==> src/rtl/serial_alu_pkg.sv <==
`default_nettype none
// +----------------------------------------------------------------------------+
// | Module   : serial_alu_pkg                                                  |
// | Purpose  : Shared constants and scheduler state encoding for serial ALU.   |
// | Revision : 1.0                                                             |
// +----------------------------------------------------------------------------+
package serial_alu_pkg;

    localparam int ALU_DW     = 8;
    localparam int ALU_SHIFTS = 8;

    localparam logic [1:0] FUN_ADD = 2'd0;
    localparam logic [1:0] FUN_AND = 2'd1;
    localparam logic [1:0] FUN_OR  = 2'd2;
    localparam logic [1:0] FUN_F3  = 2'd3;

    typedef enum logic [0:0] {
        SCHED_IDLE = 1'b0,
        SCHED_WAIT = 1'b1
    } sched_state_e;

endpackage : serial_alu_pkg
`default_nettype wire

==> src/rtl/serial_alu_rr_pick.sv <==
`default_nettype none
// +----------------------------------------------------------------------------+
// | Module   : serial_alu_rr_pick                                              |
// | Purpose  : Combinational round-robin picker starting after last_grant.     |
// | Revision : 1.0                                                             |
// +----------------------------------------------------------------------------+
module serial_alu_rr_pick #(
    parameter  int N  = 4,
    localparam int IW = $clog2(N)
) (
    input  logic [N-1:0]  eligible,
    input  logic [IW-1:0] last_grant,
    output logic          any,
    output logic [IW-1:0] grant_idx
);

    // Scan offsets from farthest to nearest so the nearest eligible index wins.
    always_comb begin
        any       = 1'b0;
        grant_idx = '0;
        for (int k = N; k >= 1; k--) begin
            for (int i = 0; i < N; i++) begin
                if (eligible[i] && (((int'(last_grant) + k) % N) == i)) begin
                    any       = 1'b1;
                    grant_idx = IW'(i);
                end
            end
        end
    end

endmodule : serial_alu_rr_pick
`default_nettype wire

==> src/rtl/serial_alu_sched.sv <==
`default_nettype none
// +----------------------------------------------------------------------------+
// | Module   : serial_alu_sched                                                |
// | Purpose  : Round-robin sharing of one bit-serial ALU between N requesters. |
// | Revision : 1.0                                                             |
// +----------------------------------------------------------------------------+
module serial_alu_sched
    import serial_alu_pkg::*;
#(
    parameter int N = 4
) (
    input  logic                  clock,
    input  logic                  reset,
    input  logic [N-1:0]          req_vld,
    output logic [N-1:0]          req_rdy,
    input  logic [ALU_DW*N-1:0]   req_di1,
    input  logic [ALU_DW*N-1:0]   req_di2,
    input  logic [2*N-1:0]        req_fun,
    output logic [N-1:0]          resp_vld,
    input  logic [N-1:0]          resp_rdy,
    output logic [ALU_DW*N-1:0]   resp_dat,
    output logic [ALU_DW-1:0]     alu_din_di1,
    output logic [ALU_DW-1:0]     alu_din_di2,
    output logic [1:0]            alu_din_fun,
    output logic                  alu_din_vld,
    input  logic                  alu_din_rdy,
    input  logic [ALU_DW-1:0]     alu_dout_dat,
    input  logic                  alu_dout_vld,
    output logic                  busy
);

    localparam int IW = $clog2(N);

    sched_state_e          state_q, state_d;
    logic [IW-1:0]         owner_q, owner_d;
    logic [IW-1:0]         last_grant_q, last_grant_d;
    logic [N-1:0]          resp_vld_q, resp_vld_d;
    logic [ALU_DW*N-1:0]   resp_dat_q, resp_dat_d;
    logic                  busy_q, busy_d;

    logic [N-1:0]          w_eligible;
    logic                  w_pick_any;
    logic [IW-1:0]         w_pick_idx;
    logic                  w_issue;

    // A slot freed this cycle only counts as empty from the next cycle on.
    assign w_eligible = req_vld & ~resp_vld_q;

    serial_alu_rr_pick #(
        .N (N)
    ) u_pick (
        .eligible   (w_eligible),
        .last_grant (last_grant_q),
        .any        (w_pick_any),
        .grant_idx  (w_pick_idx)
    );

    assign w_issue = !reset && (state_q == SCHED_IDLE) && alu_din_rdy && w_pick_any;
    assign alu_din_vld = w_issue;

    generate
        for (genvar gi = 0; gi < N; gi++) begin : g_req_rdy
            assign req_rdy[gi] = w_issue && (w_pick_idx == IW'(gi));
        end
    endgenerate

    // Requester 0 feeds the ALU operands whenever nothing is issued.
    always_comb begin
        alu_din_di1 = req_di1[ALU_DW-1:0];
        alu_din_di2 = req_di2[ALU_DW-1:0];
        alu_din_fun = req_fun[1:0];
        for (int i = 0; i < N; i++) begin
            if (w_issue && (w_pick_idx == IW'(i))) begin
                alu_din_di1 = req_di1[i*ALU_DW +: ALU_DW];
                alu_din_di2 = req_di2[i*ALU_DW +: ALU_DW];
                alu_din_fun = req_fun[i*2 +: 2];
            end
        end
    end

    always_comb begin
        state_d      = state_q;
        owner_d      = owner_q;
        last_grant_d = last_grant_q;
        resp_vld_d   = resp_vld_q & ~resp_rdy;
        resp_dat_d   = resp_dat_q;
        case (state_q)
            SCHED_IDLE: begin
                if (w_issue) begin
                    owner_d      = w_pick_idx;
                    last_grant_d = w_pick_idx;
                    state_d      = SCHED_WAIT;
                end
            end
            SCHED_WAIT: begin
                if (alu_dout_vld) begin
                    for (int i = 0; i < N; i++) begin
                        if (owner_q == IW'(i)) begin
                            resp_vld_d[i]                     = 1'b1;
                            resp_dat_d[i*ALU_DW +: ALU_DW]    = alu_dout_dat;
                        end
                    end
                    state_d = SCHED_IDLE;
                end
            end
            default: state_d = SCHED_IDLE;
        endcase
        busy_d = (state_d == SCHED_WAIT);
    end

    always_ff @(posedge clock or posedge reset) begin
        if (reset) begin
            state_q      <= SCHED_IDLE;
            owner_q      <= '0;
            last_grant_q <= IW'(N-1);
            resp_vld_q   <= '0;
            resp_dat_q   <= '0;
            busy_q       <= 1'b0;
        end else begin
            state_q      <= state_d;
            owner_q      <= owner_d;
            last_grant_q <= last_grant_d;
            resp_vld_q   <= resp_vld_d;
            resp_dat_q   <= resp_dat_d;
            busy_q       <= busy_d;
        end
    end

    assign resp_vld = resp_vld_q;
    assign resp_dat = resp_dat_q;
    assign busy     = busy_q;

endmodule : serial_alu_sched
`default_nettype wire

==> config.mk <==
export PLATFORM = sky130hd
export DESIGN_NAME = serial_alu_sched
export DESIGN_NICKNAME = d
export VERILOG_FILES = /design/src/rtl/serial_alu_pkg.sv /design/src/rtl/serial_alu_rr_pick.sv /design/src/rtl/serial_alu_sched.sv
export SDC_FILE = /design/constraint.sdc
export NUM_CORES = 1
export LEC_CHECK = 0
export CORE_UTILIZATION = 34
export CTS_CLUSTER_SIZE = 16
export DETAILED_ROUTE_END_ITERATION = 10
export MAX_ROUTING_LAYER = met4
export PLACE_DENSITY = 0.74
export SLEW_MARGIN = 20
export SYNTH_ARGS = -nofsm -noshare
export SYNTH_HDL_FRONTEND = slang
export SYNTH_SLANG_ARGS = --single-unit
==> constraint.sdc <==
create_clock -name clock -period 3 [get_ports clock]
set_input_delay 0.6 -clock clock [delete_from_list [all_inputs] [get_ports clock]]
set_output_delay 0.6 -clock clock [all_outputs]
set_load 0.05 [all_outputs]
Word-level counts from Yosys, hierarchy flattened
Index checks and enable logic that the tools add are counted.
- add/subtract/negate cells: 4
- equal/unequal tests: 18
- multiplexer cells: 49
- bitwise operators: 9
- reductions and logical operators: 39
- operator list (cell ; count):
    logical NOT 32 bit ; 4
    two-way mux 8 bit ; 6
    two-way mux 2 bit ; 17
    equality test 3 bit, second input constant ; 8
    logical AND 1 bit ; 23
    two-way mux 1 bit ; 23
    equality test 3 x 2 -> 1 bit, second input constant ; 4
    AND reduction 3 bit ; 4
    AND 4 bit ; 2
    equality test 2 bit, second input constant ; 4
    two-way mux 4 bit ; 2
    NOT 4 bit ; 2
    OR reduction 2 bit ; 4
    adder 2 x 1 -> 2 bit, second input constant ; 2
    adder 2 bit, second input constant ; 2
    AND 1 bit, first input constant ; 4
    equality test 2 x 1 -> 1 bit, second input constant ; 2
    logical NOT 2 bit ; 2
    case mux 1 bit (2 select lines) ; 1
    AND reduction 2 bit ; 1
    logical NOT 1 bit ; 1
    NOT 1 bit ; 1
- register bits after elaboration: 41
- word-level logic and storage cells: 127

Logic depth before layout (Yosys ltp)
- depth in word-level cells: 26
- mapped depth: 8
- depth with buffers taken out: 7

Hierarchy
From an unflattened synthesis, not the netlist that was laid out.
- cells, all modules: 251
- area total of the unflattened synthesis: 2522.4 sq um
- modules (own cells, without submodules) (module ; times used ; cells each ; area each (sq um) ; seq. area each (sq um)):
    serial_alu_sched ; 1 ; 237 ; 2441.1 ; 1028.5
    serial_alu_rr_pick ; 1 ; 14 ; 81.3 ; 0.0

Worst setup path after synthesis
No wires, ideal clock.
- path kind: in2out
- from: in reset
- to: out alu_din_di1[1]
- arrival time: 3458 ps
- required time: 2400 ps
- slack: -1058 ps
- stages: 8
- path buffers: 1
- cell sequence: inv_1 and3_1 and2_1 a22oi_4 inv_2 nand2_4 buf_6 o221ai_1
- word-level cells in the longest chain between the ends: 8
- elaborated cells between the ends (all ways): 10
- classes of those cells: mux (3); reduce/logical (7)
- ends and longest elaborated chain (what ; RTL line ; RTL):
    start: declaration ; serial_alu_sched.sv:13 ; input logic reset,
    logical NOT 1 bit (no source line) * ; -- ;
    logical AND 1 bit * (3 in series) ; serial_alu_sched.sv:58 ; assign w_issue = !reset && (state_q == SCHED_IDLE) && alu_din_rdy && w_pick_any;
    via alu_din_vld ; serial_alu_sched.sv:25 ; output logic alu_din_vld,
    logical AND 1 bit ; serial_alu_sched.sv:73 ; if (w_issue && (w_pick_idx == IW'(i))) begin
    two-way mux 8 bit (2 in series) ; serial_alu_sched.sv:73 ;
    two-way mux 8 bit * ; serial_alu_sched.sv:73 ;
    end: declaration ; serial_alu_sched.sv:22 ; output logic [ALU_DW-1:0] alu_din_di1,
The timed path passes the listed nets; every way through them passes the cells marked *.

Worst setup path after layout
- from: reg last_grant_q[0]
- to: out alu_din_di2[4]
- word-level cells in the longest chain between the ends: 26
- elaborated cells between the ends (all ways): 85
- classes of those cells: add/sub (4); eq/ne (15); mux (34); bitwise (4); reduce/logical (28)
- ends and longest elaborated chain (what ; RTL line ; RTL):
    start: declaration ; serial_alu_sched.sv:36 ; logic [IW-1:0] last_grant_q, last_grant_d;
    start signal: assignment ; serial_alu_sched.sv:115 ; last_grant_q <= IW'(N-1);
    start signal: assignment ; serial_alu_sched.sv:122 ; last_grant_q <= last_grant_d;
    adder 2 x 1 -> 2 bit ; serial_alu_rr_pick.sv:23 ; if (eligible[i] && (((int'(last_grant) + k) % N) == i)) begin
    OR reduction 2 bit (no source line) ; -- ;
    AND 1 bit (no source line) ; -- ;
    logical NOT 32 bit ; serial_alu_rr_pick.sv:23 ;
    logical AND 1 bit ; serial_alu_rr_pick.sv:23 ;
    two-way mux 1 bit (16 in series) ; serial_alu_rr_pick.sv:23 ;
    logical AND 1 bit ; serial_alu_sched.sv:58 ;
    logical AND 1 bit ; serial_alu_sched.sv:73 ;
    two-way mux 8 bit (2 in series) ; serial_alu_sched.sv:73 ;
    two-way mux 8 bit * ; serial_alu_sched.sv:73 ;
    end: declaration ; serial_alu_sched.sv:23 ; output logic [ALU_DW-1:0] alu_din_di2,
Mark *: on every way between the ends. The rest lies on a longest branch, timed or not.

==> run metrics <==
Max-Cap Viols=0; P_leak=2.05 nW; Sum Neg Setup Slack=0 ns; CTS root buffer=clkbuf_8; Seq/Total Area, Yosys=40.7%; area grow syn2layout=107%; # fillers=518; Syn Nets=351; ANT cells=0; Final #Nets=525; via count=2802; Netlist cell types=35; area of the multi-input gates=1940 um^2; DR WL/cell=17.6 um; die width=88.2 um; Critical Path Fanout Max=8; CTS tree=built; Worst IR Drop VDD=0.760 mV; initial DRC count=65; Pwr Total=5.99 mW; Worst-Margin Slew=0.586 ns; Avg Inst Size Synth=9.75 um^2; RSZ-0062 raised after global routing=true; Syn Inst Count=259; DPL Wire Length=6500 um; final setup violation count=0; fmax=0.334 GHz; CTS Hold Bufs=0; 1st-pass router iterations=4; Final Hold Violating Endpoints=0; vias in the first global route=2806; Post-Syn Area=2530 um^2; crit path time final=2.99 ns; skew final=0.00411 ns; fin cells=533; Starting Density=35.0%; fin crit share=99.7%; GPL Wtd Cong=0.828; number of H-tree levels=2; final core occ=72.5%; TritonCTS buffer count=5; CP Launch Type=flip-flop; GRT Residual Overflow=0; initial antenna violation count=0; die height=88.2 um; sequential cell area=1030 um^2; largest net degree at the start of global routing=42; top cells by area, synth=dfrtp_1 39%, mux2_2 14%, o221ai_1 6.9%; slew margin rel.=60.8%; FP Rows=31; worst path required time=2.40 ns; Seq cells post-synth=41; Final Max Slew Viols=0; clock slew at reported path FFs=0.07 ns; IO buf count=151; clk_lat worst skew=0.29 ns; total wire length=9400 um; crit path DAT=2.39 ns; Die ar.=7780 um^2; layout cell share with drive strength beyond 1=38.7%; pwr/cell area=1150 nW/um^2; status=completed; worst min path class=reg2reg; Routed Antenna Nets=0; top-area cell type share of the netlist area=38.6%; Crit Path Category=reg2out; clock buffer depth=2; DRC errors left=0; core area=7210 um^2; Vias/cell=5.26; # IOs=152; first-pass GRT wire length=13800 um; Placed Cells=515; top cell type by total area after synthesis=dfrtp_1; synth warn=0; GRT Total Usage=23.8%; critical path endpoint category=output port; clock sink count=41
## layout by cell type, fill, tap and decap left out, types with 2 or more instances in the layout
master / count
dfrtp_1: 39
nand2_8: 2
a21oi_2: 13
o221ai_2: 6
buf_6: 3
and2_1: 17
a21oi_1: 7
clkbuf_8: 5
a2bb2oi_4: 5
a2bb2oi_2: 8
o21ai_2: 2
clkinv_2: 2
clkinvlp_4: 2
inv_1: 7
o211ai_1: 2
a2bb2oi_1: 4
nor3_4: 3
nor2_2: 3
nand2_1: 22
mux2_2: 32
buf_4: 27
o21ai_0: 10
dlygate4sd2_1: 5
dfstp_2: 2
nand2b_1: 4
nor2_1: 6
o221ai_4: 13
clkdlybuf4s50_1: 123
nand4_1: 2
buf_12: 23
o21ai_1: 13
nor2b_4: 3
## cells in the mapped netlist, drive strengths merged
| library cell | n |
|---|---|
| a22oi | 1 |
| clkbuf | 8 |
| nand2 | 25 |
| nand4 | 2 |
| o21ai | 25 |
| o221a | 1 |
| and2 | 18 |
| o211ai | 2 |
| a211oi | 1 |
| nor3 | 4 |
| and3 | 2 |
| nor2 | 9 |
| dfrtp | 39 |
| a21oi | 21 |
| nand2b | 4 |
| o221ai | 20 |
| mux2 | 32 |
| inv | 9 |
| nand3 | 2 |
| o22ai | 1 |
| dfstp | 2 |
| a2bb2oi | 17 |
| or3 | 1 |
| nor2b | 4 |
| a21o | 1 |
| buf | 8 |
## worst paths after layout
kind	start	endpoint	slack (ns)	depth (start not counted)
max in group asynchronous	reset	last_grant_q[0]	2.04	3
setup reg to reg	last_grant_q[0]	owner_q[0]	1.02	8
setup / recovery	last_grant_q[0]	alu_din_di2[4]	0.01	9
min in group asynchronous	reset	resp_vld[1]	0.61	3
hold reg to reg	resp_dat[22]	resp_dat[22]	0.51	1
hold / removal	resp_dat[22]	resp_dat[22]	0.51	1
## cell families after synthesis
family | after synthesis | share of synthesized area [%]
AOI/OAI and AO/OA | 90 | 25.7
buffers and inverters | 25 | 4.85
DFF | 41 | 40.7
muxes | 32 | 14.3
and+or+nand+nor | 71 | 14.5
## metrics by stage
stage                     instance area [um^2]  worst slack [ns]  hold WS [ns]
after floorplan                           2840            -0.296         0.481
after CTS                                 5150            0.0134         0.509
after detailed placement                  4780            -0.290         0.493
after global routing                      5230           -0.0722         0.517
after global placement                    4780            -0.229         0.486
final                                     5230           0.00990         0.506
## critical path: stages, from the launching register on
cell and delay [ns]:
dfstp_2 0.60, nand2_4 0.10, a211oi_2 0.27, o21ai_2 0.11, a22oi_4 0.26, buf_12 0.18, buf_12 0.13, a2bb2oi_4 0.15
o221ai_4 0.13, buf_12 0.17
## power breakdown
group | total, mW | internal, mW | switching [mW]
logic | 4.66 | 1.99 | 2.67
clock network | 0.348 | 0.160 | 0.188
registers | 0.987 | 0.817 | 0.170
## registers in the layout, summed over array words and instances, names as in the netlist
| register | cells |
|---|---|
| busy | 1 |
| resp_vld | 4 |
| last_grant_q | 2 |
| owner_q | 2 |
| resp_dat | 32 |
## metal layers
layer,vias up,GRT usage [%],share of wire (%)
met5,-,-,0
met4,0,5.72,1.7
met3,16,5.94,7.0
met2,114,42.9,53
met1,1359,26.2,38
li1,1313,-,-
## cell type report
type / count / area share (%)
clock inverter: 3 / 0.335
tap: 99 / 2.37
timing repair buffer: 182 / 38.3
multi-input combinational: 194 / 37.1
inverter: 9 / 0.814
sequential: 41 / 19.7
clock buffer: 5 / 1.32
## timing repair
| item | 4_1_cts | 5_1_grt |
|---|---|---|
| pin swaps | 8 | 7 |
| gates resized for setup | 48 | 18 |
| buffers inserted | 4 | 4 |
| endpoints found under the setup margin | 22 | 18 |
| hold endpoints to repair | 0 | 0 |
| gates cloned | 3 | 0 |
No activity file was read; power rests on OpenSTA's default activity.
